$ cat src/rtl/seq_divider_4b.sv
// Sequential unsigned restoring divider: one trial subtraction per clock,
// WIDTH iterations per division, one-cycle done pulse with registered results.
module seq_divider_4b #(
    parameter int WIDTH = 4
) (
    input  logic             clk,
    input  logic             rst,
    input  logic             start,
    input  logic [WIDTH-1:0] dividend,
    input  logic [WIDTH-1:0] divisor,
    output logic             busy,
    output logic             done,
    output logic [WIDTH-1:0] quotient,
    output logic [WIDTH-1:0] remainder,
    output logic             div_by_zero
);
    localparam int CW = (WIDTH > 1) ? $clog2(WIDTH) : 1;
    localparam logic [CW-1:0] LAST = CW'(WIDTH - 1);

    typedef enum logic [1:0] {
        IDLE = 2'd0,
        CALC = 2'd1,
        DONE = 2'd2
    } state_t;

    state_t           state;
    // The partial remainder is always < divisor after restore, so WIDTH bits
    // hold it; the extra bit only exists in the trial result as the borrow.
    logic [WIDTH-1:0] rem_r;
    logic [WIDTH-1:0] q_r;
    logic [WIDTH-1:0] dvs_r;
    logic [CW-1:0]    count;

    logic [WIDTH:0]   shifted;
    logic [WIDTH:0]   trial;
    logic [WIDTH:0]   q_ext;
    logic [WIDTH-1:0] q_next;
    logic [WIDTH-1:0] rem_next;

    always_comb begin
        shifted  = {rem_r, q_r[WIDTH-1]};
        trial    = shifted - {1'b0, dvs_r};
        q_ext    = {q_r, ~trial[WIDTH]};
        q_next   = q_ext[WIDTH-1:0];
        rem_next = trial[WIDTH] ? shifted[WIDTH-1:0] : trial[WIDTH-1:0];
    end

    always_ff @(posedge clk) begin
        if (rst) begin
            state       <= IDLE;
            busy        <= 1'b0;
            done        <= 1'b0;
            quotient    <= '0;
            remainder   <= '0;
            div_by_zero <= 1'b0;
            rem_r       <= '0;
            q_r         <= '0;
            dvs_r       <= '0;
            count       <= '0;
        end else begin
            case (state)
                IDLE: begin
                    done <= 1'b0;
                    if (start) begin
                        busy <= 1'b1;
                        if (divisor != '0) begin
                            dvs_r       <= divisor;
                            q_r         <= dividend;
                            rem_r       <= '0;
                            count       <= '0;
                            div_by_zero <= 1'b0;
                            state       <= CALC;
                        end else begin
                            // Divide-by-zero skips iteration entirely.
                            quotient    <= '1;
                            remainder   <= dividend;
                            div_by_zero <= 1'b1;
                            done        <= 1'b1;
                            state       <= DONE;
                        end
                    end
                end
                CALC: begin
                    rem_r <= rem_next;
                    q_r   <= q_next;
                    count <= count + CW'(1);
                    if (count == LAST) begin
                        quotient  <= q_next;
                        remainder <= rem_next;
                        done      <= 1'b1;
                        state     <= DONE;
                    end
                end
                DONE: begin
                    done  <= 1'b0;
                    busy  <= 1'b0;
                    state <= IDLE;
                end
                default: begin
                    done  <= 1'b0;
                    busy  <= 1'b0;
                    state <= IDLE;
                end
            endcase
        end
    end
endmodule

$ cat config.mk
export PLATFORM = sky130hd
export DESIGN_NAME = seq_divider_4b
export DESIGN_NICKNAME = d
export VERILOG_FILES = /design/src/rtl/seq_divider_4b.sv
export SDC_FILE = /design/constraint.sdc
export NUM_CORES = 1
export LEC_CHECK = 0
export BUFFER_PORTS_ARGS = -buffer_cell sky130_fd_sc_hd__buf_2
export CAP_MARGIN = 0
export CORE_MARGIN = 10
export CORE_UTILIZATION = 50
export CTS_CLUSTER_SIZE = 24
export DETAILED_ROUTE_END_ITERATION = 8
export PLACE_DENSITY = 0.84
export SYNTH_ARGS = -nofsm -noshare
export SYNTH_HDL_FRONTEND = slang
export SYNTH_SLANG_ARGS = --single-unit
$ cat constraint.sdc
create_clock -name clk -period 2 [get_ports clk]
set_clock_uncertainty 0.1 [all_clocks]
set_input_delay 0 -clock clk [delete_from_list [all_inputs] [get_ports clk]]
set_output_delay 0 -clock clk [all_outputs]
set_load 0.02 [all_outputs]
* Yosys cells after proc, flatten, opt, wreduce, memory -nomap -nowiden
Index checks and enable logic that the tools add are counted.
** Storage, ports and cells
- Logic and storage cells :: 57
- Bits of input ports :: 11
- Output and inout port bits :: 11
- Flip-flop bits (word level) :: 27
** Operators by class
- Equality and inequality tests :: 6
- Reductions and logical operators :: 9
- Multiplexer cells :: 28
- Bitwise logic cells :: 2
- Add/sub/neg operators :: 2
** Operators with widths (count)
- $mux W4 :: 11
- $pmux W4 S2 :: 4
- $mux W2 :: 5
- $ne A2 B2 Y1 const B :: 4
- $pmux W2 S2 :: 2
- $reduce_and A2 Y1 :: 3
- $reduce_and A3 Y1 :: 2
- $sub A5 B4 Y5 :: 1
- $mux W1 :: 4
- $pmux W1 S2 :: 2
- $reduce_and A4 Y1 :: 1
- $reduce_bool A4 Y1 :: 1
- $add A2 B1 Y2 const B :: 1
- $eq A2 B1 Y1 const B :: 1
- $eq A2 B2 Y1 const B :: 1
- $logic_not A2 Y1 :: 1
- $not A1 Y1 :: 2
- $reduce_bool A2 Y1 :: 1

* Logic depth before layout (Yosys ltp)
- Depth after elaboration :: 4
- Depth in mapped cells :: 9
- Mapped depth without buffers :: 8

* Least setup slack after synthesis
OpenSTA, ideal clock, no wires.
- Kind :: reg2reg
- Start :: reg q_r[3]
- End :: reg remainder[2]
- Cell stages (with the launch flop) :: 10
- Arrival :: 1.891 ns
- Period minus slack after synthesis :: 2.121 ns
- Library setup time :: 0.129 ns
- Required time :: 1.771 ns
- Slack :: -0.121 ns
- Cell sequence :: dfxtp_1 > inv_1 > ha_1 > fa_1 > nand2b_1 > a21oi_1 > buf_4 > nor2_1 > a311oi_1 > a31oi_1
** Between the ends
- Word-level cells in the longest chain between the ends :: 4
** RTL lines
- start: declaration :: RTL line 30 : logic [WIDTH-1:0] q_r;
- start signal: assignment :: RTL line 68 : q_r <= dividend;
- start signal: assignment :: RTL line 85 : q_r <= q_next;
- $sub A5 B4 Y5 :: RTL line 42 : trial = shifted - {1'b0, dvs_r};
- $mux W4 :: RTL line 45 : rem_next = trial[WIDTH] ? shifted[WIDTH-1:0] : trial[WIDTH-1:0];
- $mux W4 :: RTL line 87 : if (count == LAST) begin
- $pmux W4 S2 :: RTL line 61 : case (state)
- end signal: assignment :: RTL line 76 : remainder <= dividend;
- end signal: assignment :: RTL line 89 : remainder <= rem_next;
- end: declaration :: RTL line 14 : output logic [WIDTH-1:0] remainder,
No other way between the ends. The select of a mux whose other input is x is not followed.
A chain may end at the register's enable or synchronous reset.

* Final worst setup path
- Start :: reg q_r[3]
- End :: reg rem_r[3]
** Between the ends
- Word-level cells in the longest chain between the ends :: 3
** RTL lines
- $sub A5 B4 Y5 :: RTL line 42
- $mux W4 :: RTL line 45
- $pmux W4 S2 :: RTL line 61
- end signal: assignment :: RTL line 84 : rem_r <= rem_next;
- end: declaration :: RTL line 29 : logic [WIDTH-1:0] rem_r;
No other way between the ends.

==> reports/qor.yml <==
routed.top_layer: "met4"
slew_violations: 0
finalHoldViolCount: 0
grt_pass1_wl_um: 6589
grt_pass1_vias: 1430
grt_max_degree: 23
status: "complete, but fails checks"
ir_drop_uv: 490.6
synth_area_mm2: 0.001403
route.final.wire_length_um: 3952
cp-start-kind: "flop"
area_delta_synth_final_pct: 36.40
dieArea_mm2: 0.005324
drcViolationCount: 0
numCtsBuffers: 3
path_max_fanout: 8
tightestPinTransition_ns: 0.6575
utilization: 0.7059
numPortBuffers: 21
drive_above_1_share: 0.3524
cp-end-kind: "flop"
ios: 22
wl_met2_um: 2018
drt_iter0_drc: 108
routed-wl-met3_um: 307
drv_cap: 0
finalCriticalPeriod_ns: 2.051
clockBufferDepth: 2
wl_met1_um: 1545
place.gp.congestion: 0.8515
antenna_left: 0
cts.sinks: 27
cts_root_buf: "clkbuf_4"
slew_headroom: 0.5611
fmax_mhz: 487.6
core_area_mm2: 0.002710
seq_area_frac_synth: 0.3854
initial_core_util: 0.5175
pre_cts_ws_ns: -0.2062
groute.usage.overall: 0.1517
die_h_um: 72.97
row_count: 19
htreeDepth: 1
critPathRequiredTime_ns: 2.13
nets: 228
critical_path_class: "flop to flop"
die_x_um: 72.97
worst_slack_ns: -0.05097
dpl.hpwl_um: 2655
num_vias: 1443
ys_types: 42
tns_ns: -0.1489
cts_tree: "yes"
finalSetupViolations: 5
hp-class: "input pin to flop"
syn_inst: 164
synth_warnings: 0
p_per_area_mw_per_mm2: 659.9
cp.arrival_ns: 2.18
rsz0062_at_grt: "true"
postSynthAreaPerCell_um2: 8.552
path_clk_slew_ns: 0.15
vias_per_cell: 5.988
first_pass_iters: 4
period_share: 1.025
power_leakage_nw: 0.7593
violations: "setup timing"
grt-ovfl-total: 0
antenna_found_initial: 0
wire_per_inst_um: 16.40
ys_ff_latch: 27
antenna_cells: 0
synthesis.nets: 181
clk_latency_ns: 0.34
## final cells by class
type | instances | area (um2)
Multi-Input combinational cell | 123 | 918.4
Clock buffer | 3 | 22.52
Timing Repair Buffer | 50 | 361.6
Clock inverter | 1 | 7.507
Sequential cell | 27 | 541.8
Fill cell | 208 | 797.0
Tap cell | 31 | 38.79
Inverter | 6 | 22.52
## final timing paths
| kind | start | end | slack [ns] | cells after the start |
|---|---|---|---|---|
| min reg2reg | dvs_r[2] | dvs_r[2] | 0.37 | 2 |
| max | q_r[3] | rem_r[3] | -0.05 | 9 |
| min | start | busy | 0.01 | 4 |
| max reg2reg | q_r[3] | rem_r[3] | -0.05 | 9 |
## logic make-up (layout without fill, tap and decap cells)
kind of cell	count (synthesis)	after routing	share of synthesized area
flip-flops	27	27	0.3854
AO/OA/AOI/OAI	43	43	0.2266
AND/OR/NAND/NOR	68	68	0.2453
multiplexers	2	2	0.01427
adder cells (fa/ha/maj)	6	6	0.05888
buffers and inverters	14	60	0.04460
XOR/XNOR	4	4	0.02498
## worst max-delay path, stage by stage (launching register included)
cell	delay (ns)
dfxtp_2	0.36
inv_2	0.05
ha_4	0.15
fa_2	0.33
nand2b_4	0.15
a21oi_4	0.16
buf_12	0.15
xor2_4	0.18
mux2i_1	0.23
o31ai_1	0.08
## synthesized netlist by cell type (all sizes together)
cell	count	share of area
dfxtp	27	0.39
nand2	26	0.070
a21oi	18	0.070
nor2	15	0.042
a311oi	5	0.031
buf	5	0.021
ha	5	0.045
inv	5	0.013
nand3	5	0.018
a31oi	4	0.018
nand2b	4	0.018
a211oi	3	0.029
clkbuf	3	0.0080
nor3	3	0.011
nor4	3	0.018
nor4b	3	0.019
o21ai	3	0.011
o221a	3	0.024
a21boi	2	0.011
mux2i	2	0.014
nand3b	2	0.011
o31ai	2	0.011
or3	2	0.0089
xnor2	2	0.012
xor2	2	0.012
a221oi	1	0.0062
a22oi	1	0.0054
and2b	1	0.0054
clkinv	1	0.0027
fa	1	0.014
nor2b	1	0.0045
nor4bb	1	0.0071
o41ai	1	0.012
or2	1	0.0062
or4	1	0.0080
## cells in the final DEF (no fill, tap or decap), types with 2 or more instances in the layout
| master | count |
|---|---|
| a21oi_1 | 15 |
| a21oi_2 | 2 |
| a311oi_1 | 4 |
| a31oi_1 | 4 |
| buf_2 | 21 |
| buf_4 | 18 |
| clkbuf_4 | 3 |
| dfxtp_1 | 26 |
| dlygate4sd3_1 | 9 |
| ha_1 | 4 |
| inv_1 | 4 |
| nand2_1 | 26 |
| nand2b_1 | 3 |
| nand3_1 | 5 |
| nand3b_1 | 2 |
| nor2_1 | 13 |
| nor2_2 | 2 |
| nor3_2 | 2 |
| nor4b_1 | 2 |
| o21ai_0 | 3 |
| o221a_2 | 3 |
| o31ai_1 | 2 |
| or3_1 | 2 |
## report_power, final
| part | internal (W) | switching (W) | total [W] |
|---|---|---|---|
| Sequential | 0.000569 | 0.0000334 | 0.000602 |
| Clock | 0.0000768 | 0.000170 | 0.000246 |
| Combinational | 0.000205 | 0.000209 | 0.000414 |
| Total | 0.000850 | 0.000412 | 0.00126 |
## metal layers
layer  vias up  track usage
met4         0      0.06751
met2        59       0.2688
met5         -            0
met3        10      0.05442
li1        683            -
met1       691       0.1556
## through the flow
step,std cells,total power (W),hold WS (ns),area [um2]
finish,241,0.001262,0.01473,1913
detailed placement,218,0.0008944,0.1822,1617
floorplan,164,0.0008181,0.03596,1441
global route,241,0.001328,0.02408,1913
CTS,241,0.001222,0.01161,1878
global placement,218,0.0008814,0.1719,1617
## flip-flops by register name, indices dropped and copies added, names as in the netlist, 2 cells and up
register and count:
count 2, remainder 4, q_r 4, state 2, quotient 4, dvs_r 4
rem_r 4
## timing repair
item,4_1_cts,5_1_grt
hold endpoints to repair,16,0
endpoints found under the setup margin,9,9
gates resized for setup,10,7
setup buffers,10,1
pin swaps,9,4
cloned,0,0
hold buffers,9,0
Note: power is estimated with default switching activity, not from simulation.
